<file path="config.mk">
export PLATFORM = sky130hd
export DESIGN_NAME = wb_arbiter
export DESIGN_NICKNAME = d
export VERILOG_FILES = /design/src/rtl/riscv16_pkg.sv /design/src/rtl/wb_result_fifo.sv /design/src/rtl/wb_arbiter.sv
export SDC_FILE = /design/constraint.sdc
export NUM_CORES = 1
export LEC_CHECK = 0
export BUFFER_PORTS_ARGS = -buffer_cell sky130_fd_sc_hd__buf_2
export CORE_ASPECT_RATIO = 1.1
export CORE_MARGIN = 2
export CORE_UTILIZATION = 50
export CTS_BUF_LIST = sky130_fd_sc_hd__clkbuf_8 sky130_fd_sc_hd__clkbuf_16
export DETAILED_ROUTE_END_ITERATION = 8
export PLACE_DENSITY_LB_ADDON = 0.05
export SLEW_MARGIN = 20
export SYNTH_ARGS = -nofsm -noshare
export SYNTH_HDL_FRONTEND = slang
export SYNTH_SLANG_ARGS = --single-unit
</file>
<file path="constraint.sdc">
create_clock -name clk -period 3.2 [get_ports clk]
set_clock_uncertainty 0.15 [all_clocks]
set_input_delay 0.64 -clock clk [delete_from_list [all_inputs] [get_ports clk]]
set_output_delay 0.64 -clock clk [all_outputs]
set_load 0.1 [all_outputs]
</file>
<file path="src/rtl/riscv16_pkg.sv">
// riscv16_pkg: shared types and constants for the 16-bit core
package riscv16_pkg;
    typedef logic [15:0] word_t;
    typedef logic [2:0]  reg_idx_t;
    localparam int NUM_REGS = 8;
    typedef struct packed {
        reg_idx_t tgt;
        word_t    data;
    } wb_entry_t;
endpackage

</file>
<file path="src/rtl/wb_result_fifo.sv">
// wb_result_fifo: in-order FIFO of writeback entries with occupancy count
module wb_result_fifo
    import riscv16_pkg::*;
#(
    parameter int DEPTH = 4
) (
    input  logic                     clk,
    input  logic                     rst_n,
    input  logic                     push,
    input  wb_entry_t                din,
    input  logic                     pop,
    output wb_entry_t                dout,
    output logic                     full,
    output logic                     empty,
    output logic [$clog2(DEPTH):0]   count
);
    localparam int AW = $clog2(DEPTH);
    wb_entry_t       mem [DEPTH];
    logic [AW-1:0]   wr_ptr, rd_ptr;
    logic            do_push, do_pop;
    assign full    = count == (AW+1)'(DEPTH);
    assign empty   = count == '0;
    assign do_push = push && !full;
    assign do_pop  = pop && !empty;
    assign dout    = mem[rd_ptr];
    // storage needs no reset; contents are only visible through count
    always_ff @(posedge clk) begin
        if (do_push) mem[wr_ptr] <= din;
    end
    // wrap-around pointers and occupancy
    always_ff @(posedge clk or negedge rst_n) begin
        if (!rst_n) begin
            wr_ptr <= '0;
            rd_ptr <= '0;
            count  <= '0;
        end else begin
            if (do_push) wr_ptr <= wr_ptr + AW'(1);
            if (do_pop) rd_ptr <= rd_ptr + AW'(1);
            count <= count + (AW+1)'(do_push) - (AW+1)'(do_pop);
        end
    end
endmodule

</file>
<file path="src/rtl/wb_arbiter.sv">
// wb_arbiter: register-file write port arbitration between load and ALU results, plus busy scoreboard
module wb_arbiter
    import riscv16_pkg::*;
#(
    parameter int FIFO_DEPTH = 4
) (
    input  logic                          clk,
    input  logic                          rst_n,
    input  logic                          issue_valid,
    input  logic [2:0]                    issue_tgt,
    input  logic                          alu_valid,
    output logic                          alu_ready,
    input  logic [2:0]                    alu_tgt,
    input  logic [15:0]                   alu_data,
    input  logic                          mem_valid,
    input  logic [2:0]                    mem_tgt,
    input  logic [15:0]                   mem_data,
    output logic                          we_reg,
    output logic [2:0]                    tgt,
    output logic [15:0]                   write_data,
    output logic [7:0]                    busy,
    output logic [$clog2(FIFO_DEPTH):0]   fifo_count
);
    wb_entry_t             head, sel;
    logic                  full, empty, alu_acc, bypass, sel_valid, push, pop;
    logic [NUM_REGS-1:0]   busy_q, set_m, clr_m;

    wb_result_fifo #(.DEPTH(FIFO_DEPTH)) u_fifo (
        .clk   (clk),
        .rst_n (rst_n),
        .push  (push),
        .din   ({alu_tgt, alu_data}),
        .pop   (pop),
        .dout  (head),
        .full  (full),
        .empty (empty),
        .count (fifo_count)
    );

    assign alu_ready = !full;
    assign busy      = busy_q;

    // priority: load result, then oldest queued ALU result, then ALU bypass
    always_comb begin
        alu_acc   = alu_valid && !full;
        bypass    = alu_acc && !mem_valid && empty;
        push      = alu_acc && !bypass;
        pop       = !mem_valid && !empty;
        sel_valid = mem_valid || !empty || alu_acc;
        sel       = mem_valid ? {mem_tgt, mem_data} : !empty ? head : {alu_tgt, alu_data};
        set_m     = issue_valid ? NUM_REGS'(1) << issue_tgt : '0;
        clr_m     = we_reg ? NUM_REGS'(1) << tgt : '0;
    end

    // registered write port; index/data hold when nothing is selected
    always_ff @(posedge clk or negedge rst_n) begin
        if (!rst_n) begin
            we_reg     <= 1'b0;
            tgt        <= '0;
            write_data <= '0;
        end else begin
            we_reg <= sel_valid && sel.tgt != '0;
            if (sel_valid) begin
                tgt        <= sel.tgt;
                write_data <= sel.data;
            end
        end
    end

    // scoreboard: issue sets, committed write clears, set wins, register 0 never busy
    always_ff @(posedge clk or negedge rst_n) begin
        if (!rst_n) busy_q <= '0;
        else busy_q <= ((busy_q & ~clr_m) | set_m) & ~NUM_REGS'(1);
    end
endmodule

</file>
==> metrics.txt, run 1 <==
status complete, no violations; CTS resizes 0; Final TNS setup 0 ns; most frequent cells in the layout buf_2 (76), edfxtp_1 (76), dfrtp_1 (34); Startpoint Class register; total grt overflow 0; CTS tree done; Critical-path top delay cell or3b_2; clock latency on the worst-skew pair 0.37 ns; nets 398; Critical Path, Cell by Cell or3b_2 -> buf_2; vias after detailed routing 2618; Via density 5.68; Layout area overhead 17.3%; Crit Path Class reg -> out; cell area after synthesis 4410 um^2; post-CTS setup buffer count 0; Worst EP required 2.41 ns; clock sinks 110; worst-path maximum fanout 6; largest net degree at the start of global routing 39; Num CTS Buffers 9; register area share after synthesis 71.0%; vias in the first global route 2603; core area 8500 um^2; die height 103 um; Rows 35; final hold vios 0; CTS H-tree depth 3; CTS root buffer clkbuf_8; global-route wire length before repair 13800 um; max cap viols 0; Biggest register u_fifo.mem; Tcrit/Tclk final 77.5%; worst hold path type in -> async; Max Root-Sink Buffers 2; max reg flops 76; register bit total from synthesis 110; starting density of the core 52.0%; Inserted Diodes 0; crit path capture type output port; Total GRT Usage 19.5%; critical path arrival 1.69 ns; antenna violations before repair 0; commonest register cell after synthesis edfxtp_1; die area 9600 um^2; Final Setup Violations 0; Routed WL per cell 19.3 um; RSZ-0062 raised after global routing false; Async SR Flop Fraction 30.9%; Post-CTS Hold Buffers 0; Synth Instances 258; Netlist cell types 28; Avg Cell Area, Syn 17.1 um^2; drt pass-1 iters 9; IO buf count 76; GPL Wtd Cong 0.773; Slew headroom 45.1%; DRC violations left 0; clk slew on worst S/H paths 0.11 ns; number of I/O pins 78; post-route ant nets 0; Final min period 2.48 ns; f_max 403 MHz; Yosys warnings 0; Post-Route WL 8880 um; Mapped Nets 311; reg2reg path depth 4; share of cells above drive strength 1 35.7%; EDFF count, synth 76; Slew Viols, Final 0; initial drt markers 195; die width 93.6 um; DP Wirelength 5950 um; Worst Tran Pin Value 0.823 ns; Crit path largest cell delay 0.54 ns
-- final timing paths --
| path | start | endpoint | slack [ns] |
|---|---|---|---|
| setup reg to reg | u_fifo.rd_ptr[0] | write_data[5] | 0.91 |
| max in group asynchronous | rst_n | write_data[11] | 2.17 |
| hold reg to reg | busy[4] | busy[4] | 0.37 |
| setup / recovery | u_fifo.count[1] | alu_ready | 0.72 |
| hold / removal | rst_n | u_fifo.count[2] | 0.22 |
| min in group clk | issue_tgt[1] | busy[4] | 0.34 |
-- cell usage after synthesis (all sizes together), types with 2 or more instances --
library cell	instances	area, um^2
dfrtp	34	851
o31ai	2	15.0
a21oi	19	95.1
edfxtp	76	2280
nor2	21	78.8
mux4	19	450
nand2b	6	37.5
a222oi	19	190
clkbuf	8	30.0
o21ai	12	60.1
buf	7	61.3
xor2	2	17.5
inv	6	22.5
and2	4	25.0
xnor2	3	26.3
nand2	6	22.5
ha	6	75.1
-- layout make-up --
type                            count  area, um^2
Clock buffer                       10         138
Clock inverter                      6        76.3
Fill cell                         662        3320
Inverter                            6        22.5
Multi-Input combinational cell    127        1180
Sequential cell                   110        3130
Tap cell                          111         139
Timing Repair Buffer               91         493
-- worst max-delay path, delay by kind of cell (launching register included) --
family	cells	cell delay, ns
and+or+nand+nor	1	0.54
DFF	1	0.47
buffers and inverters	1	0.32
-- per-stage QoR --
stage | hold slack (ns) | utilization, % | cell area, um^2 | setup slack (ns) | std cells
2_1_floorplan | 0.194 | - | 4410 | 0.0553 | 258
3_3_place_gp | 0.333 | 58.4 | 4960 | 0.792 | 445
3_5_place_dp | 0.342 | 58.4 | 4960 | 0.713 | 445
4_1_cts | 0.233 | 60.9 | 5180 | 0.718 | 461
5_1_grt | 0.274 | 60.9 | 5180 | 0.677 | 461
6_report | 0.215 | 60.9 | 5180 | 0.721 | 461
-- kinds of logic after synthesis --
logic type | count (synthesis) | synth area share [%]
mux | 20 | 10.5
simple gates | 40 | 4.17
xor+xnor | 5 | 0.992
other cells | 1 | 0.0850
flops | 110 | 71.0
fa+ha+maj | 7 | 2.15
buf+inv | 21 | 2.58
compound gates | 54 | 8.59
-- metal layers --
layer | global-route usage (%) | routed length, um
met3 | 2.85 | 500
met4 | 7.02 | 87
met2 | 32.8 | 4400
met5 | 0 | 0
met1 | 26.6 | 3900
Power of run 1 is left out: the tool's default activity adds up to more than one toggle a clock period on the data nets, which glitch-free logic cannot reach.
==> run 2: changes to the inputs <==
ABC_AREA = 1   (was not set)
clock period = 2.2 ns   (was 3.2 ns; I/O delays follow)
==> metrics.txt, run 2 <==
RSZ-0062 raised after global routing false; worst-path maximum fanout 5 (-1); clock latency on the worst-skew pair 0.36 ns (about the same); met1 usage 27.2% (+0.59 points); Via density 5.05 (-11%); drt pass-1 iters 4 (-5); Netlist cell types 29 (+3.6%); Total GRT Usage 20.7% (+1.2 points); final hold vios 0 (unchanged); worst hold path type in -> reg; Slew Viols, Final 0 (unchanged); hold_sp issue_tgt[1]; Post-Route WL 10100 um (+14%); total grt overflow 0 (unchanged); die width 97.3 um (+4.0%); CTS H-tree depth 3 (unchanged); initial drt markers 152 (-22%); vias in the first global route 3339 (+28%); post-route ant nets 0 (unchanged); Layout area overhead 18.3%; busiest grt layer met2; commonest cells in the netlist nand2_1 (85), nor2_1 (84), edfxtp_1 (76); DP Wirelength 6820 um (+15%); Max Root-Sink Buffers 2 (unchanged); status complete, no violations; critical path arrival 1.51 ns (-0.18 ns); Worst Tran Pin Value 0.673 ns (-0.150 ns); Final min period 2.10 ns; post-CTS setup buffer count 0 (unchanged); starting density of the core 51.2% (-0.74 points); top cells by area, synth edfxtp_1 (48%), dfrtp_1 (18%), nand2_1 (6.7%); DRC violations left 0 (unchanged); top cell type's share of synthesized area 47.6% (-4.1 points); f_max 476 MHz; Synth Instances 460 (+78%); max cap viols 0 (unchanged); Routed WL per cell 15.1 um (-21%); Final Worst Setup Slack 0.0993 ns (-0.621 ns); CTS root buffer clkbuf_8; leading area contributor after synthesis edfxtp_1; die height 107 um (+4.0%); Setup WS pre-CTS 0.202 ns (-0.511 ns); core area 9350 um^2 (+10%); Final Setup Violations 0 (unchanged); reg2reg path depth 7 (+3); antenna violations before repair 1 (+1); clk slew on worst S/H paths 0.10 ns (about the same); Crit Path Class reg -> out; die area 10400 um^2 (+8.2%); most frequent cells in the layout nand2_1 (85), nor2_1 (80), edfxtp_1 (76); Rows 37 (+5.7%); clock sinks 110 (unchanged); Slew headroom 55.1% (+9.9 points); Worst EP required 1.61 ns (-0.80 ns); register area share after synthesis 65.4% (-5.6 points); global-route wire length before repair 16700 um (+21%); EDFF count, synth 76 (unchanged); Inserted Diodes 0 (unchanged); nets 598 (+50%); most common cell in the netlist nand2_1; Yosys warnings 0 (unchanged); Hold EP busy[4]; worst r2r dst u_fifo.count[2]; routing usage on met3 3.32% (+0.47 points); Num CTS Buffers 9 (unchanged); vias after detailed routing 3367 (+29%); share of cells above drive strength 1 25.6% (-10 points); Biggest register u_fifo.mem; CTS tree done; number of I/O pins 78 (unchanged); max reg flops 76 (unchanged); hold path depth 2; IO buf count 76 (unchanged); cell area after synthesis 4790 um^2 (+8.5%); Startpoint Class register; Avg Cell Area, Syn 10.4 um^2 (-39%); crit path capture type output port; commonest register cell after synthesis edfxtp_1; Tcrit/Tclk final 95.5%; GPL Wtd Cong 0.758 (-1.9%); register bit total from synthesis 110 (unchanged); Async SR Flop Fraction 30.9% (unchanged); reg-to-reg slack, setup 0.20 ns (-0.71 ns); largest net degree at the start of global routing 41 (+5.1%); Crit Reg-Reg Startpoint u_fifo.count[0]; GR met2 Demand/Resource 34.7% (+1.9 points); Mapped Nets 513 (+65%); most common cell after layout, fill and taps aside nand2_1
-- run 2: cell types whose count changed after synthesis, moves of 6 or more --
cell,previous run,this run
a21oi_1,19,8
nand2b_1,6,0
nor2_1,21,84
o21ai_0,12,38
o22ai_1,0,16
mux4_2,13,0
a222oi_1,19,0
buf_2,1,10
a21oi_2,0,11
nand3_1,0,9
mux4_1,6,0
inv_1,6,42
o21ai_1,0,10
nand2_1,6,85
-- run 2: layer usage --
layer  vias up  share of wire, %  routed length, um
met5         -              0.13                 13
met4         2               1.9                191
met3        17               3.9                397
met2        81                49               4910
met1      1572                45               4580
li1       1695                 -                  -
-- run 2: through the flow --
stage | setup TNS (ns) | cells | area (um^2) | hold WS [ns] | util [%]
finish | 0 | 667 | 5670 | 0.135 | 60.6
global route | 0 | 667 | 5670 | 0.131 | 60.6
CTS | 0 | 667 | 5670 | 0.117 | 60.6
detailed placement | 0 | 650 | 5440 | 0.285 | 58.2
global placement | 0 | 650 | 5440 | 0.276 | 58.2
floorplan | -0.521 | 460 | 4860 | -0.00559 | -
-- run 2: worst max-delay path by stage --
stage | endpoint | start | slack, ns | cells past startpoint
after global routing | alu_ready | u_fifo.count[0] | 0.03 | 4
after global placement | u_fifo.count[2] | u_fifo.count[0] | 0.24 | 7
final | alu_ready | u_fifo.count[0] | 0.1 | 4
after detailed placement | u_fifo.count[2] | u_fifo.count[0] | 0.20 | 7
after CTS | alu_ready | u_fifo.count[0] | 0.01 | 4
after floorplan | u_fifo.count[2] | u_fifo.count[0] | -0.13 | 8
-- run 2: critical path, cell delays in order, from the launching register on --
cell and delay [ns]:
dfrtp_4 0.50, nor2_4 0.19, buf_4 0.17, nand2_8 0.05
buf_4 0.23
-- run 2: layout make-up --
type                    count  area, um^2
flip-flops and latches    110        3140
multi-input cells         284        1440
fillers                   800        3680
clock buffers               9         124
clock inverters             7        90.1
well taps                 117         146
inverters                  45         169
repair buffers             95         553
-- run 2: cell families (layout without fill, tap and decap cells) --
group	after synthesis	in the layout	share of synthesized area, %
xor+xnor	5	5	0.914
compound gates	85	85	10.3
simple gates	186	186	15.7
other cells	1	1	0.0783
buf+inv	66	156	5.67
fa+ha+maj	7	7	1.99
flops	110	110	65.4
-- run 2: what timing repair did --
action / CTS / global route
endpoints found under the setup margin: 0 / 1
resized for setup: 0 / 2
hold endpoints to repair: 17 / 0
hold buffers: 1 / 0
Power of run 2 is left out for the same reason.
==> run 3: changes to the inputs <==
==> constraint.sdc (replaced) <==
create_clock -name clk -period 2.2 [get_ports clk]
set_clock_uncertainty 0.15 [all_clocks]
set_input_delay 0.55 -clock clk [delete_from_list [all_inputs] [get_ports clk]]
set_output_delay 0.55 -clock clk [all_outputs]
set_load 0.1 [all_outputs]
==> metrics.txt, run 3 (same netlist as run 2, synthesis figures left out) <==
status complete, no violations; DP Wirelength 6970 um (+2.1%); Post-Route WL 10400 um (+2.7%); die width 97.3 um (unchanged); DRC violations left 0 (unchanged); max reg flops 76 (unchanged); Routed WL per cell 15.5 um (+2.1%); initial drt markers 202 (+33%); IO buf count 76 (unchanged); crit path capture type output port; share of cells above drive strength 1 26.4% (+0.72 points); final hold vios 0 (unchanged); Total GRT Usage 21.1% (+0.36 points); Via density 5.16 (+2.3%); most common cell after layout, fill and taps aside nand2_1; RSZ-0062 raised after global routing false; Slew Viols, Final 0 (unchanged); met1 usage 28.4% (+1.2 points); CTS tree done; Num CTS Buffers 9 (unchanged); FILL cells 808 (+1.0%); Final Setup Violations 0 (unchanged); drt pass-1 iters 4 (unchanged); post-route ant nets 0 (unchanged); die area 10400 um^2 (unchanged); vias in the first global route 3402 (+1.9%); CTS H-tree depth 3 (unchanged); Worst Tran Pin Value 0.702 ns (+0.0293 ns); Final TNS setup 0 ns (unchanged); CTS root buffer clkbuf_8; number of I/O pins 78 (unchanged); Rows 37 (unchanged); vias after detailed routing 3465 (+2.9%); largest net degree at the start of global routing 37 (-9.8%); Layout area overhead 18.7%; max cap viols 0 (unchanged); worst-path maximum fanout 4 (-1); most frequent cells in the layout nand2_1 (85), nor2_1 (80), edfxtp_1 (76); busiest grt layer met2; clock latency on the worst-skew pair 0.38 ns (+0.02 ns); f_max 467 MHz (-1.9%); global-route wire length before repair 17100 um (+2.4%); worst hold path type in -> reg; Biggest register u_fifo.mem; clk slew on worst S/H paths 0.11 ns (about the same); Max Root-Sink Buffers 2 (unchanged); Crit Path Class reg -> out; Startpoint Class register; antenna violations before repair 0 (-1); GPL Wtd Cong 0.756 (-0.33%); Worst EP required 1.50 ns (-0.11 ns); starting density of the core 51.2% (unchanged); core area 9350 um^2 (unchanged); critical path arrival 1.44 ns (-0.07 ns); nets 602 (+0.67%); clock sinks 110 (unchanged); die height 107 um (unchanged); Inserted Diodes 0 (unchanged); Final min period 2.14 ns (+0.0401 ns); GR met2 Demand/Resource 34.8% (+0.099 points); Tcrit/Tclk final 97.3% (+1.8 points); routing usage on met3 3.19% (-0.13 points); total grt overflow 0 (unchanged); Slew headroom 53.1% (-2.0 points)
run 3: worst paths after layout:
check                                     start          endpoint  slack [ns]  cells past startpoint
worst min register to register          busy[4]           busy[4]        0.37                      2
max in group asynchronous                 rst_n  u_fifo.rd_ptr[1]        0.83                      3
worst max register to register  u_fifo.count[1]   u_fifo.count[2]        0.13                      8
worst max-delay path            u_fifo.count[1]         alu_ready        0.06                      4
worst min-delay path               issue_tgt[1]           busy[4]        0.22                      2
min in group asynchronous                 rst_n           busy[6]        0.53                      2
run 3: cell type report:
class / instances / area (um^2) / area share, %
clock buffers: 9 / 124 / 2.18
clock inverters: 7 / 91.3 / 1.61
inverters: 45 / 169 / 2.97
multi-input cells: 284 / 1440 / 25.3
flip-flops and latches: 110 / 3140 / 55.3
well taps: 117 / 146 / 2.57
repair buffers: 99 / 571 / 10.0
run 3: timing repair:
item	in CTS	in global routing
gates resized for setup	1	0
buffers inserted	1	0
hold endpoints to repair	13	0
endpoints found under the setup margin	1	0
hold buffers	1	0
run 3: critical path, stage by stage (launching register included):
cell and delay, ns:
dfrtp_4 0.52, nor2_4 0.12, buf_4 0.14, nand2_8 0.05, buf_4 0.23
run 3: metal layers:
metal | part of all wire (%) | up-vias
li1 | - | 1697
met4 | 0.99 | 0
met2 | 50 | 101
met3 | 6.0 | 8
met1 | 43 | 1659
met5 | 0 | -
run 3: per-stage QoR:
| step | cell area [um^2] | worst slack [ns] | hold slack (ns) | util (%) | cells |
|---|---|---|---|---|---|
| final | 5690 | 0.0592 | 0.220 | 60.8 | 671 |
| after global routing | 5690 | 0.00643 | 0.231 | 60.8 | 671 |
| after CTS | 5690 | 0.0331 | 0.205 | 60.8 | 671 |
| after detailed placement | 5450 | 0.122 | 0.346 | 58.3 | 653 |
| after global placement | 5450 | 0.194 | 0.340 | 58.3 | 653 |
| after floorplan | 4860 | -0.135 | 0.104 | - | 460 |
Power of run 3 is left out for the same reason.
